===== src/rtl/scan_pkg.sv =====
// Shared definitions for the multiplexed digit display bus.
// The transmit and receive sides both use these symbol codes, the FSM state
// constants and the code/BCD helper functions.
package scan_pkg;

    // Symbol codes as they appear on the 5-bit display bus
    localparam logic [4:0] pZERO  = 5'b10001;
    localparam logic [4:0] pONE   = 5'b00001;
    localparam logic [4:0] pTWO   = 5'b00011;
    localparam logic [4:0] pTHREE = 5'b00010;
    localparam logic [4:0] pFOUR  = 5'b00110;
    localparam logic [4:0] pFIVE  = 5'b00100;
    localparam logic [4:0] pSIX   = 5'b01100;
    localparam logic [4:0] pSEVEN = 5'b01000;
    localparam logic [4:0] pEIGHT = 5'b11000;
    localparam logic [4:0] pNINE  = 5'b10000;
    localparam logic [4:0] pDP    = 5'b10101;
    localparam logic [4:0] pBLANK = 5'b00000;

    // Receiver FSM states
    localparam logic [1:0] S_HUNT = 2'd0;
    localparam logic [1:0] S_MARK = 2'd1;
    localparam logic [1:0] S_DIG  = 2'd2;
    localparam logic [1:0] S_CHK  = 2'd3;

    // Maps a bus code to {not_digit, bcd}. Every non-digit code (including
    // DP and BLANK) returns not_digit=1 and bcd=0; callers separate DP/BLANK.
    function automatic logic [4:0] f_code2bcd(input logic [4:0] code);
        logic [4:0] res;
        case (code)
            pZERO:   res = {1'b0, 4'd0};
            pONE:    res = {1'b0, 4'd1};
            pTWO:    res = {1'b0, 4'd2};
            pTHREE:  res = {1'b0, 4'd3};
            pFOUR:   res = {1'b0, 4'd4};
            pFIVE:   res = {1'b0, 4'd5};
            pSIX:    res = {1'b0, 4'd6};
            pSEVEN:  res = {1'b0, 4'd7};
            pEIGHT:  res = {1'b0, 4'd8};
            pNINE:   res = {1'b0, 4'd9};
            default: res = {1'b1, 4'd0};
        endcase
        return res;
    endfunction

    // Three BCD digits to binary using shift-add only (x100 = 64+32+4, x10 = 8+2).
    // Inputs are at most 9 each, so the result fits in 10 bits (max 999).
    function automatic logic [9:0] f_bcd2bin(input logic [3:0] d100,
                                             input logic [3:0] d010,
                                             input logic [3:0] d001);
        logic [9:0] h;
        logic [9:0] t;
        logic [9:0] u;
        h = {6'd0, d100};
        t = {6'd0, d010};
        u = {6'd0, d001};
        return (h << 6) + (h << 5) + (h << 2) + (t << 3) + (t << 1) + u;
    endfunction

endpackage


===== src/rtl/scan_sym_dec.sv =====
// Combinational symbol classifier: splits a bus code into marker, blank,
// illegal and a BCD digit value.
module scan_sym_dec
    import scan_pkg::*;
(
    input  logic [4:0] code,
    output logic       is_dp,
    output logic       is_blank,
    output logic       illegal,
    output logic [3:0] bcd
);

    logic [4:0] dec_s;

    // Classify the current code; illegal means neither a digit, DP nor BLANK
    always_comb begin
        dec_s    = f_code2bcd(code);
        is_dp    = (code == pDP);
        is_blank = (code == pBLANK);
        illegal  = dec_s[4] & ~is_dp & ~is_blank;
        bcd      = dec_s[3:0];
    end

endmodule


===== src/rtl/scan_rx.sv =====
// Receive end of the multiplexed digit display bus.
// Locks onto the DP marker, samples three digit slots mid-slot, confirms the
// closing marker and publishes the frame as BCD and binary.
module scan_rx
    import scan_pkg::*;
#(
    parameter int P_SLOT = 20001,
    parameter int P_MTO  = 40002
)(
    input  logic       i_clk,
    input  logic       i_rst,
    input  logic [4:0] i_code,
    output logic [3:0] o_d100,
    output logic [3:0] o_d010,
    output logic [3:0] o_d001,
    output logic [9:0] o_bin,
    output logic       o_valid,
    output logic       o_err,
    output logic       o_locked
);

    localparam logic [15:0] C_HALF      = 16'(P_SLOT / 2);
    localparam logic [15:0] C_SLOT_LAST = 16'(P_SLOT - 1);
    localparam logic [15:0] C_MTO_LAST  = 16'(P_MTO - 1);

    logic       is_dp_s;
    logic       is_blank_s;
    logic       illegal_s;
    logic [3:0] bcd_s;
    logic       digit_s;
    logic       sample_s;
    logic [15:0] cnt_wrap_s;

    logic [1:0]  state_r, state_s;
    logic [15:0] cnt_r,   cnt_s;
    logic [1:0]  idx_r,   idx_s;
    logic [3:0]  sh100_r, sh100_s;
    logic [3:0]  sh010_r, sh010_s;
    logic [3:0]  sh001_r, sh001_s;
    logic        commit_r, commit_s;
    logic        err_s;

    logic [3:0]  d100_r;
    logic [3:0]  d010_r;
    logic [3:0]  d001_r;
    logic [9:0]  bin_r;
    logic        valid_r;
    logic        err_r;
    logic        locked_r;

    scan_sym_dec u_dec (
        .code     (i_code),
        .is_dp    (is_dp_s),
        .is_blank (is_blank_s),
        .illegal  (illegal_s),
        .bcd      (bcd_s)
    );

    // Slot timing helpers: digit test, mid-slot sample point, wrapping slot count
    always_comb begin
        digit_s  = ~is_dp_s & ~is_blank_s & ~illegal_s;
        sample_s = (cnt_r == C_HALF);
        if (cnt_r == C_SLOT_LAST) begin
            cnt_wrap_s = 16'd0;
        end else begin
            cnt_wrap_s = cnt_r + 16'd1;
        end
    end

    // Frame FSM next-state: marker hunt, marker timing, digit capture, closing check
    always_comb begin
        state_s  = state_r;
        cnt_s    = cnt_r;
        idx_s    = idx_r;
        sh100_s  = sh100_r;
        sh010_s  = sh010_r;
        sh001_s  = sh001_r;
        commit_s = 1'b0;
        err_s    = 1'b0;
        case (state_r)
            S_HUNT: begin
                if (is_dp_s) begin
                    state_s = S_MARK;
                    cnt_s   = 16'd0;
                end else begin
                    state_s = S_HUNT;
                end
            end
            S_MARK: begin
                if (is_dp_s) begin
                    if (cnt_r == C_MTO_LAST) begin
                        err_s   = 1'b1;
                        state_s = S_HUNT;
                        cnt_s   = 16'd0;
                    end else begin
                        cnt_s = cnt_r + 16'd1;
                    end
                end else begin
                    // first cycle of the hundreds slot
                    state_s = S_DIG;
                    idx_s   = 2'd0;
                    cnt_s   = 16'd0;
                end
            end
            S_DIG: begin
                cnt_s = cnt_wrap_s;
                if (sample_s) begin
                    if (digit_s) begin
                        case (idx_r)
                            2'd0:    sh100_s = bcd_s;
                            2'd1:    sh010_s = bcd_s;
                            default: sh001_s = bcd_s;
                        endcase
                        if (idx_r == 2'd2) begin
                            state_s = S_CHK;
                            idx_s   = 2'd0;
                        end else begin
                            idx_s = idx_r + 2'd1;
                        end
                    end else if (is_dp_s) begin
                        // short frame: this marker may start the next frame
                        err_s   = 1'b1;
                        state_s = S_MARK;
                        cnt_s   = 16'd0;
                    end else begin
                        err_s   = 1'b1;
                        state_s = S_HUNT;
                        cnt_s   = 16'd0;
                    end
                end else begin
                    state_s = S_DIG;
                end
            end
            S_CHK: begin
                cnt_s = cnt_wrap_s;
                if (sample_s) begin
                    if (is_dp_s) begin
                        // sampled mid-marker, so the marker count starts half-way
                        commit_s = 1'b1;
                        state_s  = S_MARK;
                        cnt_s    = C_HALF;
                    end else begin
                        err_s   = 1'b1;
                        state_s = S_HUNT;
                        cnt_s   = 16'd0;
                    end
                end else begin
                    state_s = S_CHK;
                end
            end
            default: begin
                state_s = S_HUNT;
                cnt_s   = 16'd0;
                idx_s   = 2'd0;
            end
        endcase
    end

    // FSM, counter and shadow registers
    always_ff @(posedge i_clk) begin
        if (i_rst) begin
            state_r  <= S_HUNT;
            cnt_r    <= 16'd0;
            idx_r    <= 2'd0;
            sh100_r  <= 4'd0;
            sh010_r  <= 4'd0;
            sh001_r  <= 4'd0;
            commit_r <= 1'b0;
        end else begin
            state_r  <= state_s;
            cnt_r    <= cnt_s;
            idx_r    <= idx_s;
            sh100_r  <= sh100_s;
            sh010_r  <= sh010_s;
            sh001_r  <= sh001_s;
            commit_r <= commit_s;
        end
    end

    // Output stage: digits on commit, binary and valid one cycle later, lock flag
    always_ff @(posedge i_clk) begin
        if (i_rst) begin
            d100_r   <= 4'd0;
            d010_r   <= 4'd0;
            d001_r   <= 4'd0;
            bin_r    <= 10'd0;
            valid_r  <= 1'b0;
            err_r    <= 1'b0;
            locked_r <= 1'b0;
        end else begin
            if (commit_s) begin
                d100_r <= sh100_r;
                d010_r <= sh010_r;
                d001_r <= sh001_r;
            end
            if (commit_r) begin
                bin_r <= f_bcd2bin(d100_r, d010_r, d001_r);
            end
            valid_r <= commit_r;
            err_r   <= err_s;
            if (err_s) begin
                locked_r <= 1'b0;
            end else if (commit_r) begin
                locked_r <= 1'b1;
            end
        end
    end

    assign o_d100   = d100_r;
    assign o_d010   = d010_r;
    assign o_d001   = d001_r;
    assign o_bin    = bin_r;
    assign o_valid  = valid_r;
    assign o_err    = err_r;
    assign o_locked = locked_r;

endmodule


===== config.mk =====
export PLATFORM = sky130hd
export DESIGN_NAME = scan_rx
export DESIGN_NICKNAME = d
export VERILOG_FILES = /design/src/rtl/scan_pkg.sv /design/src/rtl/scan_sym_dec.sv /design/src/rtl/scan_rx.sv
export SDC_FILE = /design/constraint.sdc
export NUM_CORES = 1
export LEC_CHECK = 0
export ABC_AREA = 1
export CAP_MARGIN = 20
export CORE_MARGIN = 3
export CORE_UTILIZATION = 50
export DETAILED_ROUTE_END_ITERATION = 8
export PLACE_DENSITY_LB_ADDON = 0.2
export REMOVE_ABC_BUFFERS = 1
export SYNTH_ARGS = -nofsm -noshare
export SYNTH_HDL_FRONTEND = slang
export SYNTH_SLANG_ARGS = --single-unit
export TNS_END_PERCENT = 30

===== constraint.sdc =====
create_clock -name i_clk -period 5.9 [get_ports i_clk]
set_input_delay 1.77 -clock i_clk [delete_from_list [all_inputs] [get_ports i_clk]]
set_output_delay 1.77 -clock i_clk [all_outputs]
set_load 0.01 [all_outputs]

# Word level (Yosys, flattened, before mapping)
# Memory sizes are Yosys's and may differ from the RTL's.
# Cells that the tools add are included.
totals:
  regBits: 58
  latchBits: 0
  mem_bits_rw: 0
  rom_bits: 160
  input_bits: 7
  out_inout_bits: 25
  elab_cells: 88
  mem_count: 1
memory_table:
  columns: ["name", "words", "width", "rd", "rd_ports_with_merged_regs", "wr", "line", "text"]
  rows:
  - ["(name not given)", 32, 5, 1, 0, 0, "scan_pkg.sv:30", "case (code)"]
op_classes:
  n_addsub: 7
  mul: 0
  div: 0
  magnitude_cmp: 0
  n_eq_ne: 15
  shift: 0
  mux: 32
  bitwise_logic: 8
  n_reduce_logical: 11
op_table:
  columns: ["operator", "count"]
  rows:
  - ["16-bit 2-to-1 mux", 7]
  - ["16-bit one-hot mux with 4 select lines", 1]
  - ["2-bit 2-to-1 mux", 10]
  - ["16-bit by 1-bit adder with 16-bit output, second input constant", 1]
  - ["16-bit by 14-bit equality test with 1-bit output, second input constant", 1]
  - ["16-bit by 15-bit equality test with 1-bit output, second input constant", 1]
  - ["16-bit equality test, second input constant", 1]
  - ["4-bit AND reduction", 4]
  - ["14-bit 2-to-1 mux", 1]
  - ["10-bit by 4-bit adder with 10-bit output", 1]
  - ["10-bit by 5-bit adder with 10-bit output", 1]
  - ["10-bit by 6-bit adder with 10-bit output", 1]
  - ["10-bit by 7-bit adder with 10-bit output", 1]
  - ["10-bit by 9-bit adder with 10-bit output", 1]
  - ["1-bit 2-to-1 mux", 10]
  - ["2-bit inequality test, second input constant", 4]
  - ["2-bit one-hot mux with 4 select lines", 1]
  - ["2-bit equality test, second input constant", 3]
  - ["5-bit equality test, second input constant", 1]
  - ["5-bit zero test", 1]
  - ["1-bit bitwise AND", 4]
  - ["2-bit by 1-bit equality test with 1-bit output, second input constant", 2]
  - ["2-bit zero test", 2]
  - ["4-bit inequality test, second input constant", 1]
  - ["other kinds (8)", 12]

# Longest topological paths before layout
depth:
  depth_word: 10
  depth_mapped: 15
  ltp_nobuf: 15

# Cells and area by module
# Synthesis repeated with hierarchy kept, for this count alone.
unflattened:
  hier_cells: 566
  area_unflattened_um2: 3941.3
modules_own_cells:
  columns: ["module", "instances", "cells_each", "area_per_inst_um2", "seq_area_each_um2"]
  rows:
  - ["scan_rx", 1, 528, 3752.3, 1161.1]
  - ["scan_sym_dec", 1, 38, 188.9, 0.0]

# Worst setup path before layout
# OpenSTA, ideal clock, no wires.
synth_timing:
  path_type: "input-to-reg"
  startpoint: "input port i_code[1]"
  endpoint: "register cnt_r[8]"
  setup_ns: 0.110
  t_arrival_ns: 2.944
  required_ns: 5.790
  setup_slack_ns: 2.846
  cell_stages: 13
  n_path_buf: 0
  path_cell_list: "inv_1 -> ha_1 -> inv_1 -> o21ai_0 -> nand2_1 -> nand2_2 -> nand2_1 -> nand2_2 -> nand3_2 -> nand2_1 -> nand2_1 -> nand2_1 -> inv_1"
synth_via:
  elab_chain_cells: 9
  word_cells_on_any_way: 17
  classes_between: "eq/ne: 2; mux: 6; bitwise: 7; reduce/logical: 1; memory: 1"
synth_lines:
  columns: ["element", "line", "text"]
  rows:
  - ["start: declaration", "scan_rx.sv:12", "input logic [4:0] i_code,"]
  - ["branches (longest 9 deep; another with memory read 32 x 5 bit)", null, null]
  - ["end signal: assignment", "scan_rx.sv:171", "cnt_r <= cnt_s;"]
  - ["end: declaration", "scan_rx.sv:35", "logic [15:0] cnt_r, cnt_s;"]
# Several ways; the timed one is not identified.
# A chain may end at the register's enable or synchronous reset.

==> metrics.yaml <==
sta:
  tns_ps: 0
  fmax_ghz: 0.270
  postLayoutSetupSlackWorst_ps: 2190
  period_needed_ps: 3710
  fin_skew_ps: 7.40
  slew_viol_final: 0
  report.final.hold_viol_count: 0
  rsz0062_at_grt: "false"
  relSlewSlack: 0.386
  setup_viol: 0
  period_share: 0.628
  tightest_slew_ps: 919
floorplan:
  die_w_um: 93.3
  num_io_pins: 32
  core_mm2: 0.00733
  start_util: 0.520
  die_y_um: 93.3
  rows: 31
  dieArea_mm2: 0.00871
clock_network:
  post-cts-setup-buffer-count: 0
  numCtsBuffers: 9
  cts-root-buf: "clkbuf_8"
  clockBufferDepth: 2
  cts_resized: 0
  htree_levels: 3
  clock_latency_ps: 340
  cts_hold_buf: 0
  cts_tree: "built"
  clk_pin_slew_ps: 70
  cts_sinks: 58
final_layout:
  syn_to_final_growth_pct: 14.1
  ff_latch_area_mm2: 0.00116
  nets: 618
  fin_cells: 686
  post_route_cells_drive_above_1_share: 0.0937
  num_antenna_cells: 0
  multi_input_area_mm2: 0.00222
  fill_cells: 678
drt:
  dr.first_iter.drc_count: 285
  drcViolationCount: 0
  via_per_inst: 5.22
  drtPass1Iterations: 5
  wl_per_cell_um: 13.5
  routed_wirelength_um: 9230
  num_vias: 3582
  antenna_left: 0
power_and_ir_drop:
  clockPowerShare: 0.488
  power_mw: 0.824
  peakVddDrop_mv: 0.142
  seqPwrFrac: 0.476
  p_leak_nw: 2.10
  pwr_density_cell_mw_per_mm2: 189
  intPower_mw: 0.647
  p_sw_frac: 0.215
  combinationalPowerShare: 0.036
  p_sw_mw: 0.177
worst_setup_path:
  setup.worst_path.end_class: "flop"
  reg2reg_depth: 14
  cp-startpoint: "i_rst"
  reg2reg_slack_ps: 2820
  cp.arrival_ps: 3980
  path_class: "input pin to flop"
  crit_path_end: "state_r[0]"
  required_ps: 6170
  critPathMaxFanout: 34
  r2r_end: "o_bin[9]"
  reg2reg_from: "o_d100[1]"
  critPathLaunchType: "input pin"
grt:
  first_global_vias: 3222
  grt_max_degree: 35
  grt.total_usage: 0.225
  grt_pass1_wl_um: 15600
  overflow: 0
  antenna_found_initial: 0
worst_hold_path:
  hold_path.class: "flop to flop"
  hold_depth: 2
synth:
  yosysTopAreaCell: "dfxtp_1"
  ys_types: 40
  synth_top_cells_by_count: "nand2_1, inv_1, nor2_1"
  yosysTopAreaCellShare: 0.305
  synth_cells: 560
  yosysMostFrequentCell: "nand2_1"
  ys.warnings.count: 0
  yosysSeqAreaShare: 0.305
  synth_area_leaders: "dfxtp_1, nand2_1, inv_1"
  syn_avg_cell_area_um2: 6.81
  synth_edf_count: 0
  synth_ff_type: "dfxtp_1"
  async_reset_ff_frac: 0
  synth_area_mm2: 0.00381
  ys_seq_elements: 58
place:
  place_inst: 671
  hpwl_um: 7090
  numPortBuffers: 31
  placement.setup.worst_slack_ps: 1800
  gp_congestion: 0.933
run_status:
  status: "finished, final reports clean"
run:
  cap_violations: 0
state kept, by name (all words and copies together), names as in the netlist, 2 cells and up:
signal   count
cnt_r       16
idx_r        2
o_bin       10
o_d001       4
o_d010       4
o_d100       4
sh001_r      4
sh010_r      4
sh100_r      4
state_r      2
how the worst min path moves through the flow:
stage               startpoint         end  slack [ps]
global placement    sh010_r[1]   o_d010[1]         450
CTS                 sh010_r[1]   o_d010[1]         460
detailed placement  sh010_r[1]   o_d010[1]         450
global route        sh100_r[1]  sh100_r[1]         480
floorplan           sh010_r[0]   o_d010[0]         420
finish              sh100_r[0]  sh100_r[0]         460
final cells by class:
type / count / share of cell area
multi-input combinational: 399 / 0.511
sequential: 58 / 0.267
inverter: 84 / 0.0728
timing repair buffer: 31 / 0.0713
clock buffer: 10 / 0.0316
tap: 99 / 0.0285
clock inverter: 5 / 0.0181
power by group through the flow:
stage / clock network, mW / registers [mW] / logic (mW)
final: 0.402 / 0.392 / 0.0299
after global routing: 0.431 / 0.392 / 0.0340
after CTS: 0.408 / 0.392 / 0.0300
after detailed placement: 0 / 0.401 / 0.0299
after global placement: 0 / 0.401 / 0.0293
after floorplan: 0 / 0.401 / 0.0167
cells in the final DEF, fill, tap and decap left out, types with 3 or more instances in the layout:
master,n
nand3_2,3
nor2_2,8
nand2_1,110
clkdlybuf4s50_1,31
inv_1,75
nand3_1,41
nor2_1,75
fa_1,7
o21ai_0,34
nand4_1,11
xor2_1,8
clkbuf_8,10
nor2_4,3
nand2_2,9
clkinv_2,3
inv_2,7
o211ai_1,4
dfxtp_1,58
ha_1,21
nor3_1,10
a21oi_1,34
cells by family (layout without fill, tap and decap cells):
kind of cell             Yosys count  in the layout  synth area share
AND/OR/NAND/NOR                  278            278             0.335
buffers and inverters            103            130             0.112
AO/OA/AOI/OAI                     85             85             0.124
flip-flops                        58             58             0.305
adder cells (fa/ha/maj)           28             28             0.106
XOR/XNOR                           8              8            0.0184
critical path, stage by stage:
cell	delay (ps)
clkdlybuf4s50_1	880
inv_1	900
o21ai_0	240
a21oi_1	160
layer usage:
metal / GRT usage / share of wire / vias up
li1: - / - / 1838
met1: 0.337 / 0.49 / 1622
met2: 0.322 / 0.43 / 113
met3: 0.0442 / 0.067 / 9
met4: 0.0733 / 0.013 / 0
met5: 0 / 0 / -
through the flow:
| stage | util | hold slack, ps | area, µm² |
|---|---|---|---|
| 2_1_floorplan | - | 422 | 3700 |
| 3_3_place_gp | 0.564 | 446 | 4130 |
| 3_5_place_dp | 0.564 | 451 | 4130 |
| 4_1_cts | 0.593 | 460 | 4350 |
| 5_1_grt | 0.593 | 479 | 4350 |
| 6_report | 0.593 | 457 | 4350 |
(Power assumes the default switching activity.)
==> edit 1: new RTL, same flow settings <==
Add an input register stage for `i_code`; this delays it by one clock.
--- a/src/rtl/scan_rx.sv
+++ b/src/rtl/scan_rx.sv
@@ -24,4 +24,10 @@
     localparam logic [15:0] C_MTO_LAST  = 16'(P_MTO - 1);
 
+    logic [4:0] i_code_q;
+
+    always_ff @(posedge i_clk) begin
+        i_code_q <= i_code;
+    end
+
     logic       is_dp_s;
     logic       is_blank_s;
@@ -50,5 +56,5 @@
 
     scan_sym_dec u_dec (
-        .code     (i_code),
+        .code     (i_code_q),
         .is_dp    (is_dp_s),
         .is_blank (is_blank_s),
Behaviour: same outputs for any inputs over 10 cycles, from zero or initial values and one cycle with i_rst high; that may be too few to reach the edited logic, so the function may still have changed.
==> edit 1 against the original RTL <==
- critical endpoint is now o_bin[9]$_SDFFE_PP0P_
- routed wire length is 6.3% higher
- sequential cell count is 10 higher
- design area is 7.7% higher
- synthesized area is 8.5% higher
- setup slack better by 0.50 ns
- critical path depth is 2 higher
- synthesized cell count is 1.6% higher
- global-route usage is 1.2 points lower
- first-iteration DRC count is 31% higher
- largest power group is now registers
- total power is 11% higher
==> edit 1: results (changes against the original RTL) <==
global-route wire length before repair 16530 microns (+6.3%); met2 wire length 4593 microns (+15%); gp weighted congestion 0.9257 (-0.75%); Yosys cell types 45 (+13%); CP max FO 32 (-5.9%); DP HPWL 7341 microns (+3.5%); run status finished clean; vias in the first global route 3491 (+8.3%); met1 usage 0.2801 (-0.05723); non-filler instance count after layout 701 (+2.2%); Tot GR Track Use 0.2128 (-0.01250); grt met3 use 0.05335 (+0.009105); layout cells sized above 1 0.1252 (+0.03151); met2 Usage GRT 0.3530 (+0.03135); Crit path arrival time 3.46 ns (-0.52 ns); pre-CTS WS 2.348 ns (+0.5519 ns); Leak 0.002203 uW (+5.0%); Iter 0 DRT Violations 373 (+31%); Largest stage delay, worst path 0.49 ns (-0.41 ns); placed cells 685 (+2.1%); # nets final 628 (+1.6%); Area contributors post-synth dfxtp_1, nand2_1, nor2_1; largest net degree at the start of global routing 33 (-5.7%); Worst IR Drop VDD 0.1435 mV (+1.3%); WL per Instance 13.99 microns (+4.0%); Post-Place Cell Area 0.004463 sq mm (+8.0%)
[edit 1: cell types whose count changed in the layout (fill, tap and decap cells not counted), moves of 6 or more]
cell,unedited run,this run
nand2_1,110,102
inv_1,75,67
nand3_1,41,51
a21oi_1,34,21
a211oi_2,1,7
o21ai_0,34,21
nor3_1,10,4
dfxtp_1,58,68
nor2_1,75,85
[edit 1: worst paths after layout]
kind                                                end  depth (start not counted)                     from  slack (ns)
worst min register to register  sh010_r[1]$_SDFFE_PP0P_                          2  sh010_r[1]$_SDFFE_PP0P_        0.47
worst min-delay path            sh010_r[1]$_SDFFE_PP0P_                          2  sh010_r[1]$_SDFFE_PP0P_        0.47
worst max-delay path              o_bin[9]$_SDFFE_PP0P_                          6                    i_rst        2.69
worst max register to register    o_bin[9]$_SDFFE_PP0P_                         14   o_d100[1]$_SDFFE_PP0P_        2.89
[edit 1: cell type report]
| class | instances | area (sq um) |
|---|---|---|
| clock buffer | 12 | 165.2 |
| clock inverter | 4 | 55.05 |
| fill | 750 | 3204 |
| inverter | 82 | 311.5 |
| multi-input combinational | 401 | 2345 |
| sequential | 68 | 1361 |
| tap | 102 | 127.6 |
| timing repair buffer | 32 | 317.8 |
[edit 1: tightest hold or removal path, stage by stage, from the launching register on]
cell and delay, ns:
dfxtp_1 0.30, inv_1 0.06, a21oi_1 0.06
[edit 1: cell families after synthesis]
kind of cell             synth area share
AO/OA/AOI/OAI                      0.1162
AND/OR/NAND/NOR                    0.3352
buffers and inverters              0.1040
adder cells (fa/ha/maj)           0.09437
flip-flops                         0.3291
XOR/XNOR                          0.02118
[edit 1: where the power goes]
part | switching [uW] | internal (uW)
registers | 2.49 | 463
clock network | 181 | 232
logic | 22.5 | 9.68
==> edit 2: new RTL, same flow settings <==
Made on the original files. The parameter `P_SLOT` goes from 20001 to 10000.
--- a/src/rtl/scan_rx.sv
+++ b/src/rtl/scan_rx.sv
@@ -5,5 +5,5 @@
     import scan_pkg::*;
 #(
-    parameter int P_SLOT = 20001,
+    parameter int P_SLOT = 10000,
     parameter int P_MTO  = 40002
 )(
Formal check against the unedited RTL: no difference found for any inputs over 10 cycles, from zero or initial values and one cycle with i_rst high; that may be too few to reach the edited logic, so the function may still have changed.
==> edit 2 against the original RTL <==
- setup slack worse by 0.014 ns
- synthesized area is 2.1% higher
- design area is 3.3% higher
- count of clock-buffer cells in the layout is 1 lower
- sequential cell count stayed put
- die area is 1.9% higher
- fmax is 0.36% lower
- routed wire length is 7.5% higher
- combinational power is 14% higher
- largest power group unchanged
- total power is 8.1% higher
- clock skew is 0.0047 ns higher
- synthesized cell count is 2.9% higher
==> edit 2: results (changes against the original RTL) <==
run status finished clean; pre-CTS WS 1.868 ns (+0.07216 ns); gp weighted congestion 0.9861 (+5.7%); list of most frequent post-synthesis cells nand2_1, inv_1, nor2_1; post-CTS resize count 0 (unchanged); Post-Place Cell Area 0.004243 sq mm (+2.6%); Mapped Cells 576 (+2.9%); adder-cell share of the synthesized area 0.1036 (-0.002142); post-synthesis mux area share 0 (unchanged); Register-to-Register Path Depth 12 (-2); area of the multi-input gates 0.002291 sq mm (+3.1%); via count 3765 (+5.1%); fill count 696 (+2.7%); Worst IR Drop VDD 0.2263 mV (+60%); Tot GR Track Use 0.2384 (+0.01307); Iter 0 DRT Violations 306 (+7.4%); Logic pwr share 0.038 (+0.002); multi-input gate count 408 (+2.3%); slowest cell on the critical path nor2_2; WL per Instance 14.05 microns (+4.4%); Buffers excl. clock 32 (+3.2%); Root Buffer clkbuf_8; post-synthesis compound-gate area fraction 0.1158 (-0.008304); sequential share of the synthesized area 0.2985 (-0.006174); slew margin rel. 0.5274 (+0.1418); Yosys cell types 38 (-5.0%); XOR/XNOR Fraction of Synth Area 0.01801 (-0.0003725); placed cells 690 (+2.8%); CP max FO 21 (-38%); Signal buf overhead 0.07075 (-0.0005739); Logic inverters 93 (+11%); Setup Skew 0.01209 ns (+0.004692 ns); setup bufs post-CTS 0 (unchanged); Largest stage delay, worst path 0.57 ns (-0.33 ns); Area contributors post-synth dfxtp_1, nand2_1, inv_1; layout cells sized above 1 0.07249 (-0.02121); Net Switching 204.7 uW (+15%); ClkCell Share 0.05543 (+0.005676); # nets final 637 (+3.1%); vias in the first global route 3546 (+10%); CP top delay family simple AND/OR/NAND/NOR gates; overall routed net length 9918 microns (+7.5%); fraction of area in multi-input gates 0.5100 (-0.0007569); Clock Buffer Count 9 (-1); I/O Buffers 31 (unchanged); sequential share of cell area 0.2585 (-0.008401); Final Power 890.6 uW (+8.1%); # diodes 0 (unchanged); Leak 0.002204 uW (+5.1%); DP HPWL 7324 microns (+3.3%); Clock Latency Late Sink 0.36 ns (+0.02 ns); largest net degree at the start of global routing 25 (-29%)
## edit 2: cell types whose count changed after synthesis, sizes merged, moves of 3 or more
cell    change
nand3       -3
inv         +9
nor3        -3
nor2        -6
a21oi       -6
o21ai       +4
buf         -3
nand2       +9
nand4      +13
o211ai      +4
## edit 2: metal layers
layer | routed length (microns) | GRT usage
met1 | 4459 | 0.2924
met2 | 4858 | 0.4072
met3 | 463 | 0.06090
met4 | 136 | 0.07461
met5 | 0 | 0
## edit 2: worst paths after layout
path | from | end | slack, ns
setup reg to reg | o_d100[1]$_SDFFE_PP0P_ | o_bin[9]$_SDFFE_PP0P_ | 2.98
hold reg to reg | sh010_r[3]$_SDFFE_PP0P_ | o_d010[3]$_SDFFE_PP0P_ | 0.45
setup / recovery | i_code[1] | o_d001[3]$_SDFFE_PP0P_ | 2.18
hold / removal | sh010_r[3]$_SDFFE_PP0P_ | o_d010[3]$_SDFFE_PP0P_ | 0.45
